### src/rtl/mmio_responder_if.sv
// CPU-side MMIO bus: I/O strobes, window offset, store data and load data.
interface mmio_responder_if;
  logic        io_read;
  logic        io_write;
  logic [9:0]  addr;
  logic [31:0] wdata;
  logic [31:0] rdata;

  modport master (output io_read, io_write, addr, wdata, input rdata);
  modport slave  (input io_read, io_write, addr, wdata, output rdata);
endinterface

### src/rtl/mmio_responder.sv
// MMIO responder: synchronised switches, debounced buttons with sticky
// press flags, LED / seven-segment registers and a free-running cycle counter.
// Loads are combinational so a lw completes in its single cycle.

// One button lane: 2-flop synchroniser, debounce counter, sticky press flag.
module mmio_btn_lane #(
  parameter int DEBOUNCE_CYCLES = 20,
  parameter int CNT_W           = 5
) (
  input  logic clk,
  input  logic rst_n,
  input  logic btn_in,
  input  logic clr,     // BTN read this cycle: drop the press flag
  output logic db,
  output logic press
);
  logic             s1_q, s1_d, s2_q, s2_d, db_q, db_d, press_q, press_d;
  logic [CNT_W-1:0] cnt_q, cnt_d;

  // Next-state: count while the synced input disagrees, accept at the limit.
  always_comb begin
    s1_d    = btn_in;
    s2_d    = s1_q;
    db_d    = db_q;
    cnt_d   = '0;
    if (s2_q != db_q) begin
      if (cnt_q == CNT_W'(DEBOUNCE_CYCLES - 1)) db_d  = s2_q;
      else                                      cnt_d = cnt_q + 1'b1;
    end
    // A rise on the same edge as a clearing read keeps the flag set.
    press_d = (press_q & ~clr) | (db_d & ~db_q);
  end

  // Lane state registers.
  always_ff @(posedge clk or negedge rst_n) begin
    if (!rst_n) begin
      s1_q <= 1'b0; s2_q <= 1'b0; db_q <= 1'b0; press_q <= 1'b0; cnt_q <= '0;
    end else begin
      s1_q <= s1_d; s2_q <= s2_d; db_q <= db_d; press_q <= press_d; cnt_q <= cnt_d;
    end
  end

  assign db    = db_q;
  assign press = press_q;
endmodule

module mmio_responder #(
  parameter int DEBOUNCE_CYCLES = 20,
  parameter int CNT_W           = 5
) (
  input  logic                     clk,
  input  logic                     rst_n,
  mmio_responder_if.slave          bus,
  input  logic [15:0]              sw_in,
  input  logic [4:0]               btn_in,
  output logic [15:0]              led_out,
  output logic [31:0]              seg_data,
  output logic                     addr_err
);
  localparam int NUM_LANES = 5;

  localparam logic [9:0] A_SW  = 10'h060;
  localparam logic [9:0] A_BTN = 10'h064;
  localparam logic [9:0] A_LED = 10'h070;
  localparam logic [9:0] A_SEG = 10'h074;
  localparam logic [9:0] A_CYC = 10'h078;

  logic [15:0] sw_s1_q, sw_s1_d, sw_sync_q, sw_sync_d;
  logic [15:0] led_q, led_d;
  logic [31:0] seg_q, seg_d, cyc_q, cyc_d;
  logic        err_q, err_d;

  logic [NUM_LANES-1:0] btn_db, press;

  // Address decode: only the five word-aligned offsets are mapped.
  logic hit_sw, hit_btn, hit_led, hit_seg, hit_cyc, hit, access, both, rd_ok;
  always_comb begin
    hit_sw  = (bus.addr == A_SW);
    hit_btn = (bus.addr == A_BTN);
    hit_led = (bus.addr == A_LED);
    hit_seg = (bus.addr == A_SEG);
    hit_cyc = (bus.addr == A_CYC);
    hit     = hit_sw | hit_btn | hit_led | hit_seg | hit_cyc;
    access  = bus.io_read | bus.io_write;
    both    = bus.io_read & bus.io_write;
    // Simultaneous read+write behaves as a write, so it never drives rdata.
    rd_ok   = bus.io_read & ~bus.io_write & hit;
  end

  // Combinational load data.
  always_comb begin
    bus.rdata = '0;
    if (rd_ok) begin
      unique case (1'b1)
        hit_sw:  bus.rdata = {16'b0, sw_sync_q};
        hit_btn: bus.rdata = {11'b0, btn_db, 11'b0, press};
        hit_led: bus.rdata = {16'b0, led_q};
        hit_seg: bus.rdata = seg_q;
        hit_cyc: bus.rdata = cyc_q;
        default: bus.rdata = '0;
      endcase
    end
  end

  // Next-state for the bus-visible registers and the switch synchroniser.
  always_comb begin
    sw_s1_d   = sw_in;
    sw_sync_d = sw_s1_q;
    led_d     = led_q;
    seg_d     = seg_q;
    cyc_d     = cyc_q + 32'd1;
    err_d     = err_q | (access & (~hit | both));
    if (bus.io_write && hit_led) led_d = bus.wdata[15:0];
    if (bus.io_write && hit_seg) seg_d = bus.wdata;
    if (bus.io_write && hit_cyc) cyc_d = bus.wdata;
  end

  // Register bank.
  always_ff @(posedge clk or negedge rst_n) begin
    if (!rst_n) begin
      sw_s1_q <= '0; sw_sync_q <= '0; led_q <= '0; seg_q <= '0; cyc_q <= '0; err_q <= 1'b0;
    end else begin
      sw_s1_q <= sw_s1_d; sw_sync_q <= sw_sync_d; led_q <= led_d;
      seg_q   <= seg_d;   cyc_q     <= cyc_d;     err_q <= err_d;
    end
  end

  // Button lanes.
  for (genvar i = 0; i < NUM_LANES; i++) begin : g_btn
    mmio_btn_lane #(.DEBOUNCE_CYCLES(DEBOUNCE_CYCLES), .CNT_W(CNT_W)) u_lane (
      .clk    (clk),
      .rst_n  (rst_n),
      .btn_in (btn_in[i]),
      .clr    (rd_ok & hit_btn),
      .db     (btn_db[i]),
      .press  (press[i])
    );
  end

  assign led_out  = led_q;
  assign seg_data = seg_q;
  assign addr_err = err_q;
endmodule

### src/flat_wrapper.sv
// flat-port wrapper written by rule: the top's interface ports become plain ports
module mmio_responder_flat 
#(
  parameter int DEBOUNCE_CYCLES = 20,
  parameter int CNT_W           = 5
)
  (clk, rst_n, sw_in, btn_in, led_out, seg_data, addr_err, bus_io_read, bus_io_write, bus_addr, bus_wdata, bus_rdata);
  mmio_responder_if bus_i ();
  input  logic clk;
  input  logic rst_n;
  input  logic [15:0] sw_in;
  input  logic [4:0] btn_in;
  output logic [15:0] led_out;
  output logic [31:0] seg_data;
  output logic addr_err;
  input wire logic [$bits(bus_i.io_read)-1:0] bus_io_read;
  input wire logic [$bits(bus_i.io_write)-1:0] bus_io_write;
  input wire logic [$bits(bus_i.addr)-1:0] bus_addr;
  input wire logic [$bits(bus_i.wdata)-1:0] bus_wdata;
  output wire logic [$bits(bus_i.rdata)-1:0] bus_rdata;
  assign bus_i.io_read = bus_io_read;
  assign bus_i.io_write = bus_io_write;
  assign bus_i.addr = bus_addr;
  assign bus_i.wdata = bus_wdata;
  assign bus_rdata = bus_i.rdata;
  mmio_responder #(.DEBOUNCE_CYCLES(DEBOUNCE_CYCLES), .CNT_W(CNT_W)) u_core (.clk(clk), .rst_n(rst_n), .bus(bus_i), .sw_in(sw_in), .btn_in(btn_in), .led_out(led_out), .seg_data(seg_data), .addr_err(addr_err));
endmodule
### config.mk
export PLATFORM = sky130hd
export DESIGN_NAME = mmio_responder_flat
export DESIGN_NICKNAME = d
export VERILOG_FILES = /design/src/rtl/mmio_responder_if.sv /design/src/rtl/mmio_responder.sv /design/src/flat_wrapper.sv
export SDC_FILE = /design/constraint.sdc
export NUM_CORES = 1
export LEC_CHECK = 0
export CAP_MARGIN = 40
export CORE_MARGIN = 1.5
export CORE_UTILIZATION = 45
export CTS_CLUSTER_DIAMETER = 120
export DETAILED_ROUTE_END_ITERATION = 10
export PLACE_DENSITY_LB_ADDON = 0.25
export SKIP_LAST_GASP = 1
export SLEW_MARGIN = 30
export SYNTH_ARGS = -nofsm -noshare
export SYNTH_HDL_FRONTEND = slang
export SYNTH_SLANG_ARGS = --single-unit
### constraint.sdc
create_clock -name clk -period 4.5 [get_ports clk]
set_clock_uncertainty 0.15 [all_clocks]
set_input_delay 1.35 -clock clk [delete_from_list [all_inputs] [get_ports clk]]
set_output_delay 1.35 -clock clk [all_outputs]
set_load 0.02 [all_outputs]
==> summary.txt, run 1 <==
Synth Area in Compound Gates - 9.16%
Syn Nets - 702
Initial Util - 46.3%
Critical Path RT - 3.00 ns
Max cap viols - 0
Simple-gate portion of the synthesized area - 15.3%
Pwr Density - 331 mW/mm^2
Worst-case clock buffer depth - 2
Max-slew headroom at the worst pin - 51.3%
CP Cell Sequence - dlygate4sd2_1 -> nor2b_4 -> o2111ai_2 -> or3b_4 -> buf_12 -> nor2_1 -> buf_2
Crit-path max FO - 6
CP Capture Type - output port
Mapped cell area - 0.00709 mm^2
Outcome - complete, no violations
Fmax - 0.224 GHz
Distinct cells, synth - 45
Antenna-violating nets left - 0
Worst Hold Class - reg2reg
Hold Fails Final Rpt - 0
FF+latch count, synth - 158
CP Launch Type - primary input
Ys async rst share - 100%
Synth Instances - 629
Worst EP arrival - 2.96 ns
Vias in the first global route - 5,652
Global-route wire length before repair - 28,800 um
Tmin final - 4.46 ns
HPWL Detailed - 12,500 um
Share of the synthesized area in the top cell type - 55.7%
Largest net degree at the start of global routing - 77
Number of flops mapped to enable cells by yosys - 0
Leakage - 4.30 nW
Leading cell type in the layout, fill and taps excluded - dfrtp_1
DR vias - 5,525
Reg clk slew, reported paths - 0.06 ns
Input/output buffers - 147
Total GRT Usage - 22.8%
Post-synthesis mux area share - 10.1%
Detailed Route WL - 18,300 um
DP Worst Slack - -0.748 ns
Grt total ovfl - 0
WL per Instance - 17.7 um
Maximum level of the CTS H-tree - 4
Crit Path Class - in2out
Die Span Y - 129 um
Chip width - 129 um
Slew @ Worst Pin - 0.730 ns
Final setup vio count - 0
Overall power - 3.27 mW
CTS tree - done
First-pass DRT Iterations - 5
Area contributors post-synth - dfrtp_1, mux2_2, nor2_1
Area grow syn2layout - 39.1%
Initial drt markers - 323
Seq/Total Area, Yosys - 55.7%
Setup TNS - 0 ns
Final nets - 883
Final setup margin - 0.0366 ns
Avg Synthesized Cell Area - 11.3 um^2
Post-synthesis adder-cell area fraction - 1.06%
Critical-path top delay cell - or3b_4
Clock latency on the worst-skew pair - 0.42 ns
Most frequent cells in the layout - dfrtp_1, clkdlybuf4s50_1, nor2_1
Worst vdd ir - 0.239 mV
Max-slew violation count - 0
Primary FF master, synth - dfrtp_1
Largest family of logic cells by synthesized area - simple AND/OR/NAND/NOR gates
Core box area - 0.0153 mm^2
N_diodes - 0
Crit share post-route - 99.2%
Full die area - 0.0165 mm^2
Root buffer cell - clkbuf_16
DR vias/cell - 5.34
# rows - 45
DRC errors left - 0
GP Congestion - 0.837
Worst path max stage delay - 0.54 ns
CTS buffer count - 17
I/O Pins - 148
YS warnings - 0
RSZ-0062 raised after global routing - yes
XOR/XNOR Fraction of Synth Area - 6.17%
Biggest area consumer among synthesized cells - dfrtp_1
Layout cells sized above 1 - 24.8%
Sink Count - 158
Antenna violations before repair - 1
==> worst max-delay path, delay by kind of cell <==
kind	cells	cell delay (ns)
buf+inv	3	0.67
compound gates	1	0.13
simple gates	3	0.80
==> layout make-up <==
class	count	area (um^2)
fillers	1192	5450
clock inverters	13	140
well taps	211	264
inverters	11	41.3
multi-input cells	432	3140
repair buffers	190	1870
flip-flops and latches	158	3950
clock buffers	19	453
==> state kept, by name, summed over array words and instances (netlist names) <==
register and flops:
u_core.g_btn.u_lane.press 5, u_core.g_btn.u_lane.cnt_q 25, u_core.seg_data 32, u_core.g_btn.u_lane.s2_q 5, u_core.g_btn.u_lane.db 5, u_core.g_btn.u_lane.s1_q 5
u_core.addr_err 1, u_core.cyc_q 32, u_core.sw_s1_q 16, u_core.led_out 16, u_core.sw_sync_q 16
==> timing repair <==
item / CTS / global route
buffers inserted: 2 / 1
hold endpoints to repair: 0 / 0
gates cloned: 2 / 2
setup endpoints to repair: 32 / 32
pin swaps: 9 / 1
hold buffers: 0 / 0
gates resized for setup: 204 / 38
==> metrics by stage <==
step                instances  hold WS, ns  cell area (um^2)  util, %
floorplan                 629        0.181              7090        -
global placement          996        0.181              9010     58.9
detailed placement        996        0.185              9010     58.9
CTS                      1031        0.198              9700     63.4
global route             1034        0.206              9870     64.4
finish                   1034        0.196              9870     64.4
==> kinds of logic (layout without fill, tap and decap cells) <==
kind of cell    Yosys count  after routing
compound gates           99             99
xor+xnor                 50             50
fa+ha+maj                 6              6
buf+inv                  39            233
flops                   158            158
mux                      65             65
simple gates            212            212
==> cell usage after synthesis (6+ instances only) <==
library cell,instances
nand4_1,10
nand2_1,26
and3_1,7
ha_1,6
a22oi_1,32
nor2_1,98
mux2_2,43
dfrtp_1,158
inv_1,11
o21ai_0,16
mux2_1,11
clkbuf_1,11
buf_2,14
nand3_1,28
and2_1,7
mux2i_1,11
a21oi_1,32
xor2_1,29
xnor2_1,21
nor3_1,8
==> report_power, final <==
part           switching [mW]  internal, mW
sequential             0.0877          1.50
clock                   0.573         0.845
combinational           0.125         0.137
total                   0.786          2.48
==> path summary, 6_finish.rpt <==
path,startpoint,end,slack (ns),cells after the start
setup / recovery,bus_addr[2],bus_rdata[30],0.04,7
min in group asynchronous,rst_n,u_core.g_btn[2].u_lane.cnt_q[4],0.77,1
hold / removal,u_core.sw_s1_q[12],u_core.sw_sync_q[12],0.20,0
max in group asynchronous,rst_n,u_core.led_out[3],2.49,2
setup reg to reg,u_core.cyc_q[0],u_core.cyc_q[26],2.06,6
hold reg to reg,u_core.sw_s1_q[12],u_core.sw_sync_q[12],0.20,0
==> layer usage <==
layer,share of wire (%),track usage [%],vias up,wire length (um)
met5,0.071,0,-,13
met4,1.0,7.93,2,192
met3,4.3,4.82,20,787
met2,49,37.5,160,9040
met1,45,30.3,2763,8280
li1,-,-,2580,-
No activity file was read; power rests on OpenSTA's default activity.
==> run 2: changes to the inputs <==
--- a/config.mk
+++ b/config.mk
@@ -6,7 +6,7 @@
 export NUM_CORES = 1
 export LEC_CHECK = 0
 export CAP_MARGIN = 40
-export CORE_MARGIN = 1.5
+export CORE_MARGIN = 3
 export CORE_UTILIZATION = 45
 export CTS_CLUSTER_DIAMETER = 120
 export DETAILED_ROUTE_END_ITERATION = 10
@@ -15,4 +15,5 @@
 export SLEW_MARGIN = 30
 export SYNTH_ARGS = -nofsm -noshare
 export SYNTH_HDL_FRONTEND = slang
+export SYNTH_HIERARCHICAL = 1
 export SYNTH_SLANG_ARGS = --single-unit
==> run 2 against run 1 <==
The flow now finishes with violations (setup timing). Die area grew 5.4%. Sequential share of layout area fell by 0.95 points. Largest power group unchanged. Sequential power is essentially flat. Highest routed layer is now met4. Global-route usage down 0.78 points. Critical path type unchanged. Clock power barely moved.
==> summary.txt, run 2 <==
Outcome - finished, violations left
Failing checks - setup timing
Tmin final - 4.65 ns
Post-route insts no fill - 1,021
Avg Synthesized Cell Area - 11.5 um^2
Worst vdd ir - 0.290 mV
Share of the synthesized area in the top cell type - 55.4%
Syn Nets - 692
CP Launch Type - primary input
Final nets - 870
Reg clk slew, reported paths - 0.06 ns
DP Worst Slack - -1.04 ns
Mapped cell area - 0.00714 mm^2
Routed length on met1 - 8070 um
Critical-path top delay cell - or4b_4
Final core utilization - 65.8%
Fmax - 0.215 GHz
Max-slew headroom at the worst pin - 43.0%
Synth Area in Compound Gates - 9.78%
Top-count cell post-synth - dfrtp_1
Detailed Route WL - 18,900 um
I/O Pins - 148
Worst-case clock buffer depth - 2
Placed insts - 980
Worst Hold Class - reg2reg
Commonest cells post-synth - dfrtp_1, nor2_1, mux2_2
DR top layer - met4
Overall power - 3.29 mW
N_diodes - 0
Max-slew violation count - 0
Die Span Y - 132 um
Sink Count - 158
Simple-gate portion of the synthesized area - 12.9%
Worst path max stage delay - 0.53 ns
Area contributors post-synth - dfrtp_1, mux2_2, nor2_1
Largest net degree at the start of global routing - 59
GP Congestion - 0.826
Worst EP arrival - 3.15 ns
Synth Instances - 619
Distinct cells, synth - 44
Critical Path RT - 3.00 ns
Initial drt markers - 346
CTS tree - done
DR vias/cell - 5.45
Leakage - 4.42 nW
Input/output buffers - 147
Grt total ovfl - 0
XOR/XNOR Fraction of Synth Area - 5.52%
Antenna violations before repair - 0
Crit share post-route - 103%
Hold Fails Final Rpt - 0
Biggest area consumer among synthesized cells - dfrtp_1
HPWL Detailed - 13,400 um
Clock latency on the worst-skew pair - 0.41 ns
CTS buffer count - 17
Area grow syn2layout - 41.6%
Crit Path Class - in2out
Total GRT Usage - 22.1%
Full die area - 0.0174 mm^2
Final setup margin - -0.153 ns
RSZ-0062 raised after global routing - yes
Antenna-violating nets left - 0
Global-route wire length before repair - 30,700 um
WL per Instance - 18.5 um
Seq/Total Area, Yosys - 55.4%
Wire length on met3 - 1100 um
Number of flops mapped to enable cells by yosys - 0
Vias in the first global route - 5,907
Post-synthesis mux area share - 12.2%
DRC errors left - 0
YS warnings - 6
Max cap viols - 0
FF+latch count, synth - 158
Initial Util - 46.4%
Cell repeated most along the worst path - buf_6
Slew @ Worst Pin - 0.852 ns
Leading cell type in the layout, fill and taps excluded - dfrtp_1
Layout cells sized above 1 - 28.0%
Chip width - 132 um
Met2 wire len - 9270 um
Largest family of logic cells by synthesized area - simple AND/OR/NAND/NOR gates
Maximum level of the CTS H-tree - 4
First-pass DRT Iterations - 5
DR vias - 5,566
Most frequent cells in the layout - dfrtp_1, clkdlybuf4s50_1, mux2_2
CP Capture Type - output port
Root buffer cell - clkbuf_16
Ys async rst share - 100%
Primary FF master, synth - dfrtp_1
Final setup vio count - 32
Post-synthesis adder-cell area fraction - 1.05%
CP Cell Sequence - buf_6 -> or4b_4 -> or4_4 -> buf_12 -> buf_8 -> o22a_1 -> nor2_4 -> buf_6
# rows - 45
Core box area - 0.0154 mm^2
Pwr Density - 326 mW/mm^2
Crit-path max FO - 6
[run 2: changes by cell type after synthesis, sizes merged, moves of 8 or more]
cell,previous run,this run
o22a,0,11
o21ai,16,5
nand3,30,17
nor2,99,83
mux2i,11,26
nor3,13,5
[run 2: power breakdown]
part | internal, mW | leakage (nW) | total (mW) | switching [mW]
clock | 0.875 | 0.281 | 1.43 | 0.556
sequential | 1.50 | 2.05 | 1.58 | 0.0786
combinational | 0.153 | 2.09 | 0.284 | 0.131
[run 2: kinds of logic (layout without fill, tap and decap cells)]
group                    count (synthesis)  count (layout)
XOR/XNOR                                45              45
AO/OA/AOI/OAI                          102             102
adder cells (fa/ha/maj)                  6               6
multiplexers                            80              80
buffers and inverters                   45             236
AND/OR/NAND/NOR                        183             183
flip-flops                             158             158
[run 2: worst max-delay path, delay by kind of cell]
family / cells / cell delay, ns
and+or+nand+nor: 3 / 1.11
buffers and inverters: 4 / 0.50
AOI/OAI and AO/OA: 1 / 0.19
[run 2: metrics by stage]
stage          area (um^2)  TNS (ns)  hold WS [ns]
2_1_floorplan         7470     -2.09         0.181
3_3_place_gp          9260    -29.75         0.181
3_5_place_dp          9300    -31.10         0.185
4_1_cts               9970     -7.20         0.197
5_1_grt              10100     -5.89         0.202
6_report             10100     -3.80         0.196
[run 2: path summary, 6_finish.rpt]
path	start	to	slack, ns	cells after the start
max in group asynchronous	rst_n	u_core/seg_data[1]	2.55	3
min in group asynchronous	rst_n	u_core/g_btn[2].u_lane/cnt_q[3]	0.71	1
hold / removal	u_core/g_btn[4].u_lane/s1_q	u_core/g_btn[4].u_lane/s2_q	0.20	0
setup reg to reg	u_core/cyc_q[0]	u_core/cyc_q[30]	2.14	6
setup / recovery	bus_addr[0]	bus_rdata[13]	-0.15	8
hold reg to reg	u_core/g_btn[4].u_lane/s1_q	u_core/g_btn[4].u_lane/s2_q	0.20	0
[run 2: repair_timing]
action | in CTS | in global routing
gates cloned | 2 | 1
hold buffers | 0 | 0
gates resized for setup | 206 | 40
pin swaps | 11 | 13
buffers inserted | 6 | 2
endpoints found under the setup margin | 32 | 32
[run 2: cell type report]
class / count / area, um^2
Timing Repair Buffer: 189 / 1980
Clock inverter: 9 / 109
Inverter: 15 / 56.3
Fill cell: 1119 / 5260
Tap cell: 211 / 264
Sequential cell: 158 / 3950
Multi-Input combinational cell: 416 / 3260
Clock buffer: 23 / 488
[run 2: metal layers]
metal / global-route usage, % / up-vias
met5: 0 / -
met4: 9.98 / 0
met3: 5.65 / 31
met2: 36.0 / 213
met1: 27.8 / 2769
li1: - / 2553
==> run 3: changes to the inputs <==
--- a/config.mk
+++ b/config.mk
@@ -6,8 +6,10 @@
 export NUM_CORES = 1
 export LEC_CHECK = 0
 export CAP_MARGIN = 40
+export CELL_PAD_IN_SITES_DETAIL_PLACEMENT = 1
+export CELL_PAD_IN_SITES_GLOBAL_PLACEMENT = 1
 export CORE_MARGIN = 3
-export CORE_UTILIZATION = 45
+export CORE_UTILIZATION = 40
 export CTS_CLUSTER_DIAMETER = 120
 export DETAILED_ROUTE_END_ITERATION = 10
 export PLACE_DENSITY_LB_ADDON = 0.25
==> run 3 against run 2 <==
The run still ends with setup timing left. Critical path depth is the same. Critical endpoint is now bus_rdata[25]. Critical path type unchanged. Clock-buffer cell count shrank 5. Non-clock buffer count grew 7. Clock power is essentially flat. Maximum frequency shrank 3.3%. Routed wire length grew 25%. Global-route usage grew 2.3 points. Register-to-register slack lost 0.21 ns. Die area grew 12%. Power grew 0.51%. Combinational power grew 6%.
==> summary.txt, run 3 (synthesis gave the netlist of run 2 again) <==
Outcome - finished, violations left
Failing checks - setup timing
Antenna-violating nets left - 0
Chip width - 140 um
Worst Hold Class - reg2reg
CTS tree - done
DRC errors left - 0
# rows - 48
Worst EP arrival - 3.31 ns
Hold-fix buffers, CTS - 0
Area grow syn2layout - 43.2%
Antenna violations before repair - 0
Vias in the first global route - 6,577
Max-slew headroom at the worst pin - 50.1%
Root buffer cell - clkbuf_16
CP Capture Type - output port
Sequential Area - 0.00395 mm^2
Clock latency on the worst-skew pair - 0.43 ns
RR Endpoint - u_core/cyc_q[30]
DR vias - 5,764
Total GRT Usage - 24.4%
Largest net degree at the start of global routing - 83
Footprint of the multi-input gates - 0.00333 mm^2
GP Congestion - 0.808
Full die area - 0.0195 mm^2
Leakage - 4.44 nW
Max cap viols - 0
Detailed Route WL - 23,700 um
Reg clk slew, reported paths - 0.06 ns
Die Span Y - 140 um
CTS buffer count - 17
CP Launch Type - primary input
Hold Fails Final Rpt - 0
Global-route wire length before repair - 37,200 um
Reg-to-reg startpoint - u_core/cyc_q[0]
DP Worst Slack - -1.10 ns
Hold WS - 0.200 ns
Placed insts - 993
Layout cells sized above 1 - 30.1%
Fillers - 1,732
Pwr Density - 324 mW/mm^2
Worst-case clock buffer depth - 2
I/O Pins - 148
R2R cell count - 6
Worst hold endpoint - u_core/sw_sync_q[7]
RSZ-0062 raised after global routing - yes
Final core utilization - 58.9%
First-pass DRT Iterations - 5
Initial drt markers - 327
DR vias/cell - 5.53
Sink Count - 158
Final setup margin - -0.310 ns
Worst Hold Path Cells - 0
Input/output buffers - 147
WL per Instance - 22.7 um
Crit Path Class - in2out
Tmin final - 4.81 ns
Maximum level of the CTS H-tree - 4
Grt total ovfl - 0
Most frequent cells in the layout - dfrtp_1, clkdlybuf4s50_1, mux2_2
Fmax - 0.208 GHz
Final setup vio count - 32
Max-slew violation count - 0
Initial Util - 41.1%
N_diodes - 0
Core box area - 0.0174 mm^2
HPWL Detailed - 15,300 um
Critical Path RT - 3.00 ns
Post-route insts no fill - 1,042
Leading cell type in the layout, fill and taps excluded - dfrtp_1
Final nets - 877
Slew @ Worst Pin - 0.743 ns
Worst vdd ir - 0.248 mV
Worst hold start - u_core/sw_s1_q[7]
FF-to-FF setup slack - 1.93 ns
Crit-path max FO - 8
Crit share post-route - 107%
run 3: how the worst max path moves through the flow:
| stage | startpoint | to | slack (ns) |
|---|---|---|---|
| floorplan | bus_addr[2] | bus_rdata[21] | -0.10 |
| global placement | bus_addr[2] | bus_rdata[13] | -1.02 |
| detailed placement | bus_addr[2] | bus_rdata[8] | -1.10 |
| CTS | bus_addr[7] | bus_rdata[23] | -0.33 |
| global route | bus_addr[9] | bus_rdata[25] | -0.31 |
| finish | bus_addr[9] | bus_rdata[25] | -0.31 |
run 3: per-stage QoR:
step | TNS [ns] | instance area, um^2 | total power, mW
after floorplan | -2.09 | 7470 | 1.71
after global placement | -30.95 | 9270 | 1.86
after detailed placement | -33.10 | 9270 | 1.89
after CTS | -9.08 | 10200 | 3.32
after global routing | -8.66 | 10200 | 3.44
final | -8.24 | 10200 | 3.31
run 3: layout make-up:
| class | count | area share, % |
|---|---|---|
| timing repair buffer | 196 | 19.8 |
| sequential | 158 | 38.7 |
| tap | 225 | 2.75 |
| inverter | 15 | 0.551 |
| clock buffer | 18 | 4.30 |
| multi-input combinational | 416 | 32.6 |
| clock inverter | 14 | 1.40 |
run 3: layer usage:
| metal | track usage (%) | share of wire, % | up-vias |
|---|---|---|---|
| met4 | 8.26 | 2.5 | 0 |
| met3 | 5.19 | 5.2 | 44 |
| met5 | 0 | 0 | - |
| li1 | - | - | 2561 |
| met1 | 30.3 | 41 | 2966 |
| met2 | 42.3 | 52 | 193 |
run 3: repair_timing:
action,4_1_cts,5_1_grt
pin swaps,20,15
setup endpoints to repair,32,32
gates cloned,4,0
gates resized for setup,257,10
buffers inserted,11,3
hold endpoints to repair,0,0
run 3: worst max-delay path: stages:
cell,delay [ns]
dlygate4sd2_1,0.30
or3_4,0.42
a211o_1,0.26
or3b_4,0.43
buf_12,0.16
buf_12,0.15
nor2_4,0.12
buf_6,0.12
run 3: where the power goes:
group / total (mW) / leakage, nW / internal (mW) / switching, mW
Clock: 1.42 / 0.271 / 0.829 / 0.594
Sequential: 1.58 / 2.05 / 1.50 / 0.0864
Combinational: 0.301 / 2.13 / 0.152 / 0.149
Total: 3.31 / 4.44 / 2.48 / 0.829
